===== src/rtl/serializer_pkg.sv =====
// Shared types and constants for the bit serializer.
// Holds the FSM state encoding and the frame-length legality rule.
package serializer_pkg;

    localparam int DEF_WIDTH = 8;

    typedef enum logic [1:0] {
        ST_IDLE,
        ST_SHIFT,
        ST_GAP
    } state_t;

    function automatic logic len_ok(
        input int unsigned len,
        input int unsigned width
    );
        return (len >= 1) && (len <= width);
    endfunction

endpackage


===== src/rtl/bit_serializer_if.sv =====
// Word-in / bit-out bundle of the serializer.
// master = upstream producer and stream observer, slave = serializer.
interface bit_serializer_if #(
    parameter int WIDTH = serializer_pkg::DEF_WIDTH
);
    import serializer_pkg::*;

    localparam int LW = $clog2(WIDTH) + 1;

    logic [WIDTH-1:0] data_in;
    logic [LW-1:0]    len_in;
    logic             valid_in;
    logic             ready_out;
    logic             ser_out;
    logic             ser_valid;
    logic             frame_done;
    logic             len_err;

    modport master (
        output data_in, len_in, valid_in,
        input  ready_out, ser_out, ser_valid, frame_done, len_err
    );

    modport slave (
        input  data_in, len_in, valid_in,
        output ready_out, ser_out, ser_valid, frame_done, len_err
    );

endinterface


===== src/rtl/serializer_fifo2.sv =====
// Two-entry FIFO holding {len, data} words ahead of the shifter.
// Push into a full FIFO and pop from an empty one are ignored.
module serializer_fifo2 #(
    parameter int DW = 8
) (
    input  logic          clk,
    input  logic          rst_n,
    input  logic          i_push,
    input  logic [DW-1:0] i_data,
    input  logic          i_pop,
    output logic [DW-1:0] o_data,
    output logic          o_full,
    output logic          o_empty,
    output logic [1:0]    o_count
);

    logic [DW-1:0] r_mem [2];
    logic          r_wr;
    logic          r_rd;
    logic [1:0]    r_count;
    logic          w_push;
    logic          w_pop;

    assign w_push  = i_push && (r_count != 2'd2);
    assign w_pop   = i_pop && (r_count != 2'd0);
    assign o_data  = r_mem[r_rd];
    assign o_full  = (r_count == 2'd2);
    assign o_empty = (r_count == 2'd0);
    assign o_count = r_count;

    always_ff @(posedge clk or negedge rst_n) begin
        if (!rst_n) begin
            r_wr    <= 1'b0;
            r_rd    <= 1'b0;
            r_count <= 2'd0;
        end else begin
            if (w_push) r_wr <= ~r_wr;
            if (w_pop)  r_rd <= ~r_rd;
            r_count <= r_count + {1'b0, w_push} - {1'b0, w_pop};
        end
    end

    always_ff @(posedge clk) begin
        if (w_push) r_mem[r_wr] <= i_data;
    end

endmodule


===== src/rtl/bit_serializer.sv =====
// Buffers words in a 2-deep FIFO and shifts them out MSB-first,
// with GAP idle cycles between frames and illegal lengths dropped.
module bit_serializer
    import serializer_pkg::*;
#(
    parameter int   WIDTH      = DEF_WIDTH,
    parameter int   GAP        = 1,
    parameter logic IDLE_LEVEL = 1'b0
) (
    input logic              clk,
    input logic              reset,
    bit_serializer_if.slave  bus
);

    localparam int LW = $clog2(WIDTH) + 1;
    localparam int GW = (GAP > 1) ? $clog2(GAP) : 1;
    localparam int DW = LW + WIDTH;

    state_t           r_state;
    state_t           w_state_nxt;
    logic [WIDTH-1:0] r_shift;
    logic [WIDTH-1:0] w_shift_nxt;
    logic [LW-1:0]    r_cnt;
    logic [LW-1:0]    w_cnt_nxt;
    logic [GW-1:0]    r_gap;
    logic [GW-1:0]    w_gap_nxt;
    logic             r_ser_out;
    logic             r_ser_valid;
    logic             r_done;
    logic             r_err;

    logic [DW-1:0]    w_fifo_d;
    logic [DW-1:0]    w_fifo_q;
    logic             w_full;
    logic             w_empty;
    logic [1:0]       w_count;
    logic             w_ready;
    logic             w_push;
    logic             w_take;
    logic             w_pop;
    logic             w_drop;
    logic [WIDTH-1:0] w_hd_data;
    logic [LW-1:0]    w_hd_len;
    logic             w_hd_ok;
    logic [WIDTH-1:0] w_hd_aligned;

    assign w_ready  = (w_count != 2'd2);
    assign w_push   = bus.valid_in && !w_full;
    assign w_fifo_d = {bus.len_in, bus.data_in};

    serializer_fifo2 #(.DW(DW)) u_fifo (
        .clk     (clk),
        .rst_n   (reset),
        .i_push  (w_push),
        .i_data  (w_fifo_d),
        .i_pop   (w_pop),
        .o_data  (w_fifo_q),
        .o_full  (w_full),
        .o_empty (w_empty),
        .o_count (w_count)
    );

    // Left-align the frame so the next bit is always the register MSB.
    assign {w_hd_len, w_hd_data} = w_fifo_q;
    assign w_hd_ok      = len_ok(32'(w_hd_len), WIDTH);
    assign w_hd_aligned = w_hd_data << (LW'(WIDTH) - w_hd_len);

    always_comb begin
        w_state_nxt = r_state;
        w_shift_nxt = r_shift;
        w_cnt_nxt   = r_cnt;
        w_gap_nxt   = r_gap;
        w_take      = 1'b0;
        unique case (r_state)
            ST_IDLE: w_take = 1'b1;
            ST_SHIFT: begin
                if (r_cnt == LW'(1)) begin
                    if (GAP > 0) begin
                        w_state_nxt = ST_GAP;
                        w_gap_nxt   = GW'(GAP - 1);
                    end else begin
                        w_state_nxt = ST_IDLE;
                        w_take      = 1'b1;
                    end
                end else begin
                    w_shift_nxt = r_shift << 1;
                    w_cnt_nxt   = r_cnt - LW'(1);
                end
            end
            ST_GAP: begin
                if (r_gap == '0) begin
                    w_state_nxt = ST_IDLE;
                    w_take      = 1'b1;
                end else begin
                    w_gap_nxt = r_gap - GW'(1);
                end
            end
            default: w_state_nxt = ST_IDLE;
        endcase
        // The last gap cycle doubles as the idle decision point.
        w_pop  = w_take && !w_empty;
        w_drop = w_pop && !w_hd_ok;
        if (w_pop && w_hd_ok) begin
            w_state_nxt = ST_SHIFT;
            w_shift_nxt = w_hd_aligned;
            w_cnt_nxt   = w_hd_len;
        end
    end

    always_ff @(posedge clk or negedge reset) begin
        if (!reset) begin
            r_state     <= ST_IDLE;
            r_shift     <= '0;
            r_cnt       <= '0;
            r_gap       <= '0;
            r_ser_out   <= IDLE_LEVEL;
            r_ser_valid <= 1'b0;
            r_done      <= 1'b0;
            r_err       <= 1'b0;
        end else begin
            r_state     <= w_state_nxt;
            r_shift     <= w_shift_nxt;
            r_cnt       <= w_cnt_nxt;
            r_gap       <= w_gap_nxt;
            r_ser_valid <= (w_state_nxt == ST_SHIFT);
            r_ser_out   <= (w_state_nxt == ST_SHIFT) ?
                           w_shift_nxt[WIDTH-1] : IDLE_LEVEL;
            r_done      <= (w_state_nxt == ST_SHIFT) &&
                           (w_cnt_nxt == LW'(1));
            r_err       <= w_drop;
        end
    end

    assign bus.ready_out  = w_ready;
    assign bus.ser_out    = r_ser_out;
    assign bus.ser_valid  = r_ser_valid;
    assign bus.frame_done = r_done;
    assign bus.len_err    = r_err;

endmodule


===== src/flat_wrapper.sv =====
// flat-port wrapper written by rule: the top's interface ports become plain ports
module bit_serializer_flat import serializer_pkg::*;
#(
    parameter int   WIDTH      = DEF_WIDTH,
    parameter int   GAP        = 1,
    parameter logic IDLE_LEVEL = 1'b0
)
  (clk, reset, bus_data_in, bus_len_in, bus_valid_in, bus_ready_out, bus_ser_out, bus_ser_valid, bus_frame_done, bus_len_err);
  bit_serializer_if #(.WIDTH(WIDTH)) bus_i ();
  input logic clk;
  input logic reset;
  input wire logic [$bits(bus_i.data_in)-1:0] bus_data_in;
  input wire logic [$bits(bus_i.len_in)-1:0] bus_len_in;
  input wire logic [$bits(bus_i.valid_in)-1:0] bus_valid_in;
  output wire logic [$bits(bus_i.ready_out)-1:0] bus_ready_out;
  output wire logic [$bits(bus_i.ser_out)-1:0] bus_ser_out;
  output wire logic [$bits(bus_i.ser_valid)-1:0] bus_ser_valid;
  output wire logic [$bits(bus_i.frame_done)-1:0] bus_frame_done;
  output wire logic [$bits(bus_i.len_err)-1:0] bus_len_err;
  assign bus_i.data_in = bus_data_in;
  assign bus_i.len_in = bus_len_in;
  assign bus_i.valid_in = bus_valid_in;
  assign bus_ready_out = bus_i.ready_out;
  assign bus_ser_out = bus_i.ser_out;
  assign bus_ser_valid = bus_i.ser_valid;
  assign bus_frame_done = bus_i.frame_done;
  assign bus_len_err = bus_i.len_err;
  bit_serializer #(.WIDTH(WIDTH), .GAP(GAP), .IDLE_LEVEL(IDLE_LEVEL)) u_core (.clk(clk), .reset(reset), .bus(bus_i));
endmodule

===== config.mk =====
export PLATFORM = sky130hd
export DESIGN_NAME = bit_serializer_flat
export DESIGN_NICKNAME = d
export VERILOG_FILES = /design/src/rtl/serializer_pkg.sv /design/src/rtl/bit_serializer_if.sv /design/src/rtl/serializer_fifo2.sv /design/src/rtl/bit_serializer.sv /design/src/flat_wrapper.sv
export SDC_FILE = /design/constraint.sdc
export NUM_CORES = 1
export LEC_CHECK = 0
export CORE_MARGIN = 2
export CORE_UTILIZATION = 45
export DETAILED_ROUTE_END_ITERATION = 10
export GPL_TIMING_DRIVEN = 0
export PLACE_DENSITY = 0.67
export SLEW_MARGIN = 15
export SYNTH_ARGS = -nofsm -noshare
export SYNTH_HDL_FRONTEND = slang
export SYNTH_SLANG_ARGS = --single-unit

===== constraint.sdc =====
create_clock -name clk -period 2.58 [get_ports clk]
set_input_delay 0.645 -clock clk [delete_from_list [all_inputs] [get_ports clk]]
set_output_delay 0.645 -clock clk [all_outputs]
set_load 0.05 [all_outputs]

==> flow_summary.json <==
{
  "status": "completed",
  "peakVddDrop_mv": 0.5441,
  "synth-xor-area-share_pct": 3.048,
  "powerDensity_nw_per_um2": 1264,
  "met2_usage_pct": 23.13,
  "fmax_ghz": 0.4059,
  "setup_ws_ns": 0.1163,
  "fin_crit_ns": 2.464,
  "setup_viol": 0,
  "cts_buffers": 5,
  "leakage_nw": 1.102,
  "drive_above_1_share_pct": 20.67,
  "clock_latency_ns": 0.29,
  "port_buffers": 19,
  "muxShareOfSynthArea_pct": 16.15,
  "antenna_found_initial": 0,
  "fin_nets": 228,
  "synthSimpleGateAreaFrac_pct": 11.02,
  "grt_max_degree": 22,
  "timing.hold.ws_ns": 0.4847,
  "use_met3_pct": 2.607,
  "busiest_layer": "met2",
  "slew_violations": 0,
  "grt_usage_pct": 14.95,
  "gp_congestion": 0.8108,
  "worst_pin_slew_ns": 1.026,
  "pre_cts_ws_ns": -0.2735,
  "rows": 26,
  "critPathMaxFanout": 10,
  "syn-mean-instance-area_um2": 13.22,
  "synth-compound-area-share_pct": 9.412,
  "die-area_um2": 5792,
  "yosysWarnings": 0,
  "grt_pass1_wl_um": 6996,
  "grt-ovfl-total": 0,
  "synth_top_family_by_area": "multiplexers",
  "hold_class": "flip-flop to flip-flop",
  "synth_edf_count": 24,
  "skew_ns": 0.002410,
  "cp.arrival_ns": 2.70,
  "cts_root_buf": "clkbuf_8",
  "syn-num-nets": 198,
  "tns_ns": 0,
  "cts_tree": "built",
  "synth_async_sr_flop_share_pct": 46.67,
  "use_met1_pct": 21.29,
  "core-area_um2": 5075,
  "clock_tree.buffer_depth": 2,
  "endpoint_kind": "flip-flop",
  "dr.pass1.iters": 4,
  "dieHeight_um": 76.11,
  "wl_um": 4064,
  "slew_headroom_pct": 31.32,
  "ant_nets": 0,
  "hold_viol": 0,
  "htree_levels": 2,
  "synth_cell_types": 50,
  "syn_inst": 177,
  "die_w_um": 76.11,
  "syn-cell-area_um2": 2340,
  "drc": 0,
  "nFillCells": 441,
  "synth-adder-area-share_pct": 3.209,
  "start_kind": "flip-flop",
  "hpwl_um": 3008,
  "path_class": "flip-flop to flip-flop",
  "maxCapViolCount": 0,
  "reg2reg_setup_slack_ns": 0.12,
  "start_util_pct": 46.10,
  "cts_sinks": 45,
  "ys_dominant_reg_cell": "edfxtp_1",
  "num_io_pins": 20,
  "drt_iter0_drc": 66,
  "cp.required_ns": 2.82,
  "diodes": 0,
  "routedWlPerCell_um": 14.62,
  "area_delta_synth_final_pct": 18.98,
  "period_share_pct": 95.49,
  "synth-seq-cells": 45,
  "vias": 1451,
  "postCtsHoldBufs": 0,
  "avgViaCountPerCell": 5.219,
  "first_global_vias": 1458,
  "path_clk_slew_ns": 0.08,
  "ys_seq_area_share_pct": 53.26
}
where the power goes:
part           internal [W]  leakage, nW  switching (W)
sequential          0.00101        0.487       0.000136
combinational      0.000849        0.562       0.000998
clock              0.000285       0.0518       0.000241
synthesized netlist by cell type (all sizes together), types with 3 or more instances:
master / n / area share, %
mux2i: 23 / 11
edfxtp: 24 / 31
or2: 3 / 0.80
nand2: 4 / 0.64
inv: 7 / 1.1
nor3: 4 / 0.86
xnor2: 5 / 1.9
nor4: 3 / 1.1
mux2: 9 / 4.5
buf: 6 / 2.5
ha: 6 / 3.2
nor2b: 7 / 1.9
a21oi: 7 / 2.0
o22ai: 7 / 1.9
nor2: 13 / 2.1
dfrtp: 21 / 22
state kept, by name (all words and copies together) (netlist names):
register and cells:
u_core.bus.len_err 1, u_core.bus.ser_valid 1, u_core.u_fifo.o_count 2, u_core.u_fifo.r_mem 24, u_core.r_shift 7, u_core.r_cnt 4
u_core.u_fifo.r_rd 1, u_core.r_state 2, u_core.bus.frame_done 1, u_core.u_fifo.r_wr 1, u_core.bus.ser_out 1
stage by stage:
step                      total power, W  utilization (%)  cells  instance area [µm²]
final                           0.003520            54.86    278                 2784
after global routing            0.003752            54.86    278                 2784
after CTS                       0.003490            54.27    275                 2754
after detailed placement        0.002918            51.60    266                 2619
after global placement          0.002868            51.60    266                 2619
after floorplan                 0.002536                -    177                 2341
worst paths after layout:
kind	from	to	cells after the start
worst min register to register	u_core.r_shift[6]	u_core.bus.ser_out	2
min in group asynchronous	reset	u_core.u_fifo.o_count[0]	1
worst max register to register	u_core.u_fifo.r_rd	u_core.bus.ser_out	11
worst min-delay path	u_core.r_shift[6]	u_core.bus.ser_out	2
worst max-delay path	u_core.u_fifo.r_rd	u_core.bus.ser_out	11
max in group asynchronous	reset	u_core.r_shift[5]	1
routing by layer:
layer,vias to the layer above,wire (µm)
met5,-,0
met4,0,46
met3,6,117
met2,25,1872
met1,699,2027
li1,721,-
critical path, cell delays in order, from the launching register on:
cell and delay [ns]:
dfrtp_1 0.37, buf_6 0.16, buf_6 0.17, mux2i_4 0.27, ha_1 0.19, buf_6 0.15, and4bb_2 0.25, o22ai_1 0.09
a2bb2oi_2 0.16, buf_4 0.15, a2111o_1 0.36, nand2_1 0.07
layout make-up:
class | instances | area (µm²) | area share (%)
Sequential cell | 45 | 1246 | 44.76
Multi-Input combinational cell | 117 | 1015 | 36.45
Timing Repair Buffer | 23 | 220.2 | 7.910
Tap cell | 70 | 87.58 | 3.146
Buffer | 7 | 75.07 | 2.697
Clock buffer | 5 | 68.82 | 2.472
Clock inverter | 3 | 41.29 | 1.483
Inverter | 8 | 30.03 | 1.079
layout by cell type (no fill, tap or decap), drive strengths merged, types with 2 or more instances in the layout:
master / count
mux2i: 23
or2: 3
nand2b: 2
inv: 7
a2bb2oi: 2
dfrtp: 21
ha: 6
clkdlybuf4s50: 19
nor4: 3
nand2: 4
xnor2: 5
nor2b: 7
clkbuf: 5
nor3: 4
mux2: 9
clkinv: 2
nor2: 13
and3: 2
o32ai: 2
buf: 11
a21oi: 7
edfxtp: 24
o22ai: 7
what timing repair did:
item	in CTS	in global routing
endpoints found under the setup margin	14	8
pin swaps	0	1
buffers inserted	1	3
gates cloned	0	0
resized for setup	4	3
cells by family (layout without fill, tap and decap cells):
family                     after synthesis  after routing
and+or+nand+nor                         44             44
AOI/OAI and AO/OA                       28             28
xor gates and xnor gates                 6              6
muxes                                   33             33
buffers and inverters                   15             46
adders and majority gates                6              6
DFF                                     45             45
(Power assumes the default switching activity.)
